==> src/rtl/risc_core_p.sv <==
// risc_core_p: eight-phase accumulator core with a request/acknowledge memory port.
// Define RISC_CARRY_EN to build the ADD carry flag and its carry output port.
module risc_core_p #(
    parameter int AWIDTH = 5,
    parameter int DWIDTH = 8
) (
    input  logic              clk,
    input  logic              rst,
    input  logic              start,
    output logic [AWIDTH-1:0] mem_addr,
    output logic              mem_rd,
    output logic              mem_wr,
    output logic [DWIDTH-1:0] mem_wdata,
    input  logic [DWIDTH-1:0] mem_rdata,
    input  logic              mem_ack,
    output logic              halt,
    output logic [AWIDTH-1:0] pc,
    output logic [DWIDTH-1:0] acc,
    output logic [2:0]        phase
`ifdef RISC_CARRY_EN
    ,
    output logic              carry
`endif
);

    typedef enum logic [2:0] {
        PH_0 = 3'd0, PH_1 = 3'd1, PH_2 = 3'd2, PH_3 = 3'd3,
        PH_4 = 3'd4, PH_5 = 3'd5, PH_6 = 3'd6, PH_7 = 3'd7
    } phase_e;

    typedef enum logic [2:0] {
        OP_HLT = 3'b000, OP_SKZ = 3'b001, OP_ADD = 3'b010, OP_AND = 3'b011,
        OP_XOR = 3'b100, OP_LDA = 3'b101, OP_STO = 3'b110, OP_JMP = 3'b111
    } opcode_e;

    localparam logic [AWIDTH-1:0] PC_ONE = {{(AWIDTH-1){1'b0}}, 1'b1};

    phase_e            phase_q, phase_d;
    logic [AWIDTH-1:0] pc_q, pc_d;
    logic [DWIDTH-1:0] ir_q, ir_d;
    logic [DWIDTH-1:0] acc_q, acc_d;
    logic [DWIDTH-1:0] op_q, op_d;
    logic              halt_q, halt_d;
    logic              mem_rd_q, mem_rd_d;
    logic              mem_wr_q, mem_wr_d;
    logic [AWIDTH-1:0] mem_addr_q, mem_addr_d;
    opcode_e           opcode_s;
    logic [AWIDTH-1:0] operand_s;
    logic [DWIDTH-1:0] alu_s;
`ifdef RISC_CARRY_EN
    logic              carry_q, carry_d;
    logic [DWIDTH:0]   sum_s;
`endif

    function automatic opcode_e decode_op(input logic [DWIDTH-1:0] instr);
        return opcode_e'(instr[DWIDTH-1:DWIDTH-3]);
    endfunction

    function automatic logic is_alu(input opcode_e op);
        logic r;
        case (op)
            OP_ADD, OP_AND, OP_XOR, OP_LDA: r = 1'b1;
            default:                        r = 1'b0;
        endcase
        return r;
    endfunction

    // Bus request for the phase about to be entered, so the port pins come straight from flops.
    function automatic logic [AWIDTH+1:0] bus_next(input phase_e ph,
                                                   input logic [DWIDTH-1:0] instr,
                                                   input logic [AWIDTH-1:0] pcv);
        logic              rd;
        logic              wr;
        logic [AWIDTH-1:0] addr;
        opcode_e           op;
        op   = decode_op(instr);
        rd   = 1'b0;
        wr   = 1'b0;
        addr = pcv;
        case (ph)
            PH_1: rd = 1'b1;
            PH_5: begin
                if (is_alu(op)) begin
                    rd   = 1'b1;
                    addr = instr[AWIDTH-1:0];
                end else begin
                    rd = 1'b0;
                end
            end
            PH_7: begin
                if (op == OP_STO) begin
                    wr   = 1'b1;
                    addr = instr[AWIDTH-1:0];
                end else begin
                    wr = 1'b0;
                end
            end
            default: begin
                rd = 1'b0;
                wr = 1'b0;
            end
        endcase
        return {rd, wr, addr};
    endfunction

    assign opcode_s  = decode_op(ir_q);
    assign operand_s = ir_q[AWIDTH-1:0];

    // Accumulator result for the four ALU opcodes.
    always_comb begin
        alu_s = acc_q;
`ifdef RISC_CARRY_EN
        sum_s = {1'b0, acc_q} + {1'b0, op_q};
`endif
        case (opcode_s)
`ifdef RISC_CARRY_EN
            OP_ADD:  alu_s = sum_s[DWIDTH-1:0];
`else
            OP_ADD:  alu_s = acc_q + op_q;
`endif
            OP_AND:  alu_s = acc_q & op_q;
            OP_XOR:  alu_s = acc_q ^ op_q;
            OP_LDA:  alu_s = op_q;
            default: alu_s = acc_q;
        endcase
    end

    // Phase sequencing and register updates; stalls hold the phase until mem_ack.
    always_comb begin
        phase_d = phase_q;
        pc_d    = pc_q;
        ir_d    = ir_q;
        acc_d   = acc_q;
        op_d    = op_q;
        halt_d  = halt_q;
`ifdef RISC_CARRY_EN
        carry_d = carry_q;
`endif
        if (halt_q) begin
            if (start) begin
                halt_d  = 1'b0;
                phase_d = PH_0;
            end else begin
                phase_d = PH_4;
            end
        end else begin
            case (phase_q)
                PH_0: phase_d = PH_1;
                PH_1: begin
                    if (mem_ack) begin
                        ir_d    = mem_rdata;
                        phase_d = PH_2;
                    end else begin
                        phase_d = PH_1;
                    end
                end
                PH_2: begin
                    pc_d    = pc_q + PC_ONE;
                    phase_d = PH_3;
                end
                PH_3: begin
                    // Halt is raised on entry to phase 4 so it is visible during that phase.
                    phase_d = PH_4;
                    if (opcode_s == OP_HLT) begin
                        halt_d = 1'b1;
                    end else begin
                        halt_d = 1'b0;
                    end
                end
                PH_4: phase_d = PH_5;
                PH_5: begin
                    if (!is_alu(opcode_s)) begin
                        phase_d = PH_6;
                    end else if (mem_ack) begin
                        op_d    = mem_rdata;
                        phase_d = PH_6;
                    end else begin
                        phase_d = PH_5;
                    end
                end
                PH_6: begin
                    phase_d = PH_7;
                    case (opcode_s)
                        OP_SKZ: begin
                            if (acc_q == {DWIDTH{1'b0}}) begin
                                pc_d = pc_q + PC_ONE;
                            end else begin
                                pc_d = pc_q;
                            end
                        end
                        OP_JMP:  pc_d = operand_s;
                        default: pc_d = pc_q;
                    endcase
                end
                PH_7: begin
                    if (is_alu(opcode_s)) begin
                        acc_d   = alu_s;
                        phase_d = PH_0;
`ifdef RISC_CARRY_EN
                        if (opcode_s == OP_ADD) begin
                            carry_d = sum_s[DWIDTH];
                        end else begin
                            carry_d = carry_q;
                        end
`endif
                    end else if (opcode_s != OP_STO) begin
                        phase_d = PH_0;
                    end else if (mem_ack) begin
                        phase_d = PH_0;
                    end else begin
                        phase_d = PH_7;
                    end
                end
                default: phase_d = PH_0;
            endcase
        end
    end

    // Next-cycle memory request derived from the next architectural state.
    always_comb begin
        {mem_rd_d, mem_wr_d, mem_addr_d} = bus_next(phase_d, ir_d, pc_d);
    end

    // Phase state register.
    always_ff @(posedge clk or negedge rst) begin
        if (!rst) begin
            phase_q <= PH_0;
        end else begin
            phase_q <= phase_d;
        end
    end

    // Architectural registers.
    always_ff @(posedge clk or negedge rst) begin
        if (!rst) begin
            pc_q   <= {AWIDTH{1'b0}};
            ir_q   <= {DWIDTH{1'b0}};
            acc_q  <= {DWIDTH{1'b0}};
            op_q   <= {DWIDTH{1'b0}};
            halt_q <= 1'b0;
        end else begin
            pc_q   <= pc_d;
            ir_q   <= ir_d;
            acc_q  <= acc_d;
            op_q   <= op_d;
            halt_q <= halt_d;
        end
    end

`ifdef RISC_CARRY_EN
    // Carry flag, written only by ADD.
    always_ff @(posedge clk or negedge rst) begin
        if (!rst) begin
            carry_q <= 1'b0;
        end else begin
            carry_q <= carry_d;
        end
    end

    assign carry = carry_q;
`endif

    // Registered memory port; reset abandons any access in flight.
    always_ff @(posedge clk or negedge rst) begin
        if (!rst) begin
            mem_rd_q   <= 1'b0;
            mem_wr_q   <= 1'b0;
            mem_addr_q <= {AWIDTH{1'b0}};
        end else begin
            mem_rd_q   <= mem_rd_d;
            mem_wr_q   <= mem_wr_d;
            mem_addr_q <= mem_addr_d;
        end
    end

    assign mem_rd    = mem_rd_q;
    assign mem_wr    = mem_wr_q;
    assign mem_addr  = mem_addr_q;
    assign mem_wdata = acc_q;
    assign halt      = halt_q;
    assign pc        = pc_q;
    assign acc       = acc_q;
    assign phase     = phase_q;

endmodule

==> config.mk <==
export PLATFORM = sky130hd
export DESIGN_NAME = risc_core_p
export DESIGN_NICKNAME = d
export VERILOG_FILES = /design/src/rtl/risc_core_p.sv
export SDC_FILE = /design/constraint.sdc
export NUM_CORES = 1
export LEC_CHECK = 0
export ABC_AREA = 1
export CAP_MARGIN = 20
export CORE_MARGIN = 5
export CORE_UTILIZATION = 35
export CTS_BUF_LIST = sky130_fd_sc_hd__clkbuf_8 sky130_fd_sc_hd__clkbuf_16
export CTS_CLUSTER_DIAMETER = 60
export DETAILED_ROUTE_END_ITERATION = 8
export HOLD_SLACK_MARGIN = 0.12
export PLACE_DENSITY_LB_ADDON = 0.25
export SLEW_MARGIN = 40
export SYNTH_ARGS = -nofsm -noshare
export SYNTH_HDL_FRONTEND = slang
export SYNTH_SLANG_ARGS = --single-unit
==> constraint.sdc <==
create_clock -name clk -period 1.9 [get_ports clk]
set_input_delay 0.57 -clock clk [delete_from_list [all_inputs] [get_ports clk]]
set_output_delay 0.57 -clock clk [all_outputs]
set_load 0.1 [all_outputs]
==> impl_metrics.csv <==
group,metric,value,unit
critical_path,end_kind,"register",
clock_tree,cts.sinks,40,
floorplanning,die_height,97.3,um
floorplanning,die_w,97.3,um
critical_path,path_class,"register to register",
timing,finalSetupViolations,0,
detailed_routing,wire_per_inst,13.2,um
grt,track_usage,15.4,%
synthesis,yosysSeqAreaShare,37.5,%
placement,gp_congestion,0.927,
grt,use_met2,26.4,%
critical_path,cp_max_fo,3,
placement,portBuffers,43,
clock_tree,ctsHoldBuffers,0,
synthesis,synth_top_area_share,37.5,%
cells_and_area,syn_to_final_growth,44.7,%
synthesis,ys_types,34,
grt,grt_use_met1,19.4,%
clock_tree,clk-insertion-delay-late,0.30,ns
synthesis,syn-num-nets,389,
synthesis,async_reset_ff_share,100,%
grt,grt_max_degree,41,
synthesis,ys.flop_type,"dfrtp_1",
floorplanning,dieArea,9480,um^2
synthesis,synth_edf_count,0,
timing,period_minus_slack,1.86,ns
run,maxCapViolCount,0,
floorplanning,initial_core_util,36.4,%
timing,hold_viol,0,
critical_path,cpMaxStageDelayCell,"dfrtp_4",
grt,use_met3,3.52,%
timing,drv_slew,0,
hold_path,hp-class,"primary input to asynchronous set/reset pin",
grt,grt-busiest-layer,"met2",
timing,grt_setup_unrepaired,"true",
clock_tree,clockBufferDepth,2,
critical_path,start_kind,"register",
critical_path,path_common_cell,"nand2_1",
cells_and_area,n_antenna_cell,0,
timing,max_clock_freq,0.538,GHz
detailed_routing,num_vias,2623,
placement,post_dp_cell_area,3700,um^2
critical_path,arrival,2.08,ns
critical_path,path_cells,"ha_4 > inv_2 > fa_2 > nand3b_1 > nand2_1 > nand2_1 > nand2_1 > nand2_2 > nand3_2 > nand3_1 > a2bb2oi_1",
cells_and_area,fin_nets,455,
critical_path,max_stage_delay,0.45,ns
outcome,outcome,"finished clean",
cells_and_area,drive_above_1_share,28.1,%
detailed_routing,drc,0,
critical_path,timing.rr.start,"acc[0]",
placement,dpl.hpwl,5.24,mm
placement,place_ws,-0.384,ns
clock_tree,htree_levels,2,
clock_tree,clkSlewWorstSetupHoldPaths,0.08,ns
synthesis,ys_seq_elements,40,
detailed_routing,drtPass1Iterations,4,
synthesis,syn_area,2670,um^2
detailed_routing,vias_per_cell,4.92,
synthesis,avgSynthCellArea,7.28,um^2
floorplanning,std_cell_rows,31,
cells_and_area,mostFrequentLayoutCell,"nand2_1",
timing,tightestPinTransition,0.334,ns
synthesis,yosysTopAreaCell,"dfrtp_1",
grt,gr-total-overflow,0,
critical_path,r2r_slack,0.04,ns
floorplanning,coreArea,7330,um^2
grt,grt_pass1_vias,2623,
clock_tree,cts_buffers,5,
synthesis,syn_inst,367,
synthesis,yosys_warnings,0,
timing,min_period_over_period,97.8,%
timing,final.setup_skew,0.00394,ns
grt,grt_antenna_before_repair,0,
critical_path,required,2.12,ns
clock_tree,tritoncts,"done",
critical_path,r2r_end,"acc[6]",
synthesis,yosys-top-cells-area,"dfrtp_1, nand2_1, nand3_1",
detailed_routing,ant_nets,0,
cells_and_area,layout_common_cells,"nand2_1, inv_1, nand3_1, buf_12",
critical_path,worstRegToRegCells,11,
detailed_routing,drt_iter0_markers,107,
clock_tree,cts-root-buf,"clkbuf_8",
detailed_routing,finalWirelength,7.02,mm
floorplanning,pin_count,44,
timing,setup_ws,0.0416,ns
grt,grt_pass1_wl,12.2,mm
cells_and_area,fin_area,3860,um^2
timing,slew_headroom,77.5,%
-- how the worst max path moves through the flow --
| stage | start | end | slack, ns | cells after the start |
|---|---|---|---|---|
| 3_3_place_gp | mem_ack | mem_addr[2] | -0.30 | 13 |
| 4_1_cts | acc[0] | acc[6] | 0.08 | 11 |
| 3_5_place_dp | mem_ack | mem_addr[1] | -0.38 | 13 |
| 5_1_grt | acc[0] | acc[6] | -0.06 | 11 |
| 2_1_floorplan | acc[0] | acc[6] | -0.02 | 11 |
| 6_report | acc[0] | acc[6] | 0.04 | 11 |
-- flip-flops by register name, summed over array words and instances, names as in the netlist --
name,cells
mem_wr,1
halt,1
mem_rd,1
phase,3
mem_addr,5
acc,8
pc,5
op_q,8
ir_q,8
-- synth_stat cells, drive strengths merged, types with 2 or more instances --
| master | number |
|---|---|
| a21boi | 4 |
| nor2 | 28 |
| nand3 | 42 |
| o2111ai | 2 |
| dfrtp | 40 |
| ha | 9 |
| clkbuf | 3 |
| nand4 | 7 |
| buf | 8 |
| or2 | 2 |
| o221ai | 2 |
| o21ai | 23 |
| a2bb2oi | 3 |
| xor2 | 3 |
| inv | 49 |
| a21oi | 13 |
| nand2 | 119 |
-- cells by family after synthesis --
| kind of cell | synth area share [%] |
|---|---|
| buffers and inverters | 9.65 |
| adders and majority gates | 4.97 |
| AOI/OAI and AO/OA | 11.8 |
| xor gates and xnor gates | 1.31 |
| and+or+nand+nor | 34.8 |
| DFF | 37.5 |
-- per-stage QoR --
stage	TNS, ns	hold WS (ns)	util (%)	std cells
CTS	0	0.249	52.2	530
finish	0	0.234	52.7	533
global placement	-2.28	0.508	50.5	522
global route	-0.0630	0.257	52.7	533
detailed placement	-3.01	0.516	50.5	522
floorplan	-0.0154	0.274	-	367
-- per-layer routing --
layer | up-vias | part of all wire [%]
met3 | 10 | 5.2
met4 | 0 | 1.4
li1 | 1316 | -
met1 | 1233 | 44
met2 | 64 | 50
met5 | - | 0
-- final cells by class --
class | instances | area (um^2)
clock buffers | 6 | 82.6
clock inverters | 2 | 10.0
fillers | 662 | 3470
inverters | 49 | 186
multi-input cells | 267 | 1470
flip-flops and latches | 40 | 1020
well taps | 99 | 124
repair buffers | 70 | 963
-- timing repair --
| item | 4_1_cts | 5_1_grt |
|---|---|---|
| gates resized for setup | 10 | 6 |
| buffers inserted | 0 | 3 |
| endpoints found under the setup margin | 4 | 5 |
| pin swaps | 2 | 5 |
| gates cloned | 0 | 0 |
-- critical path, delay by kind of cell, from the launching register on --
family / cells / cell delay, ns
flip-flops: 1 / 0.45
buffers and inverters: 1 / 0.04
AND/OR/NAND/NOR: 7 / 0.63
AO/OA/AOI/OAI: 1 / 0.14
adder cells (fa/ha/maj): 2 / 0.50
Power is not shown: default switching activity piles up to over one toggle a cycle in this logic, so the estimate is an artifact.
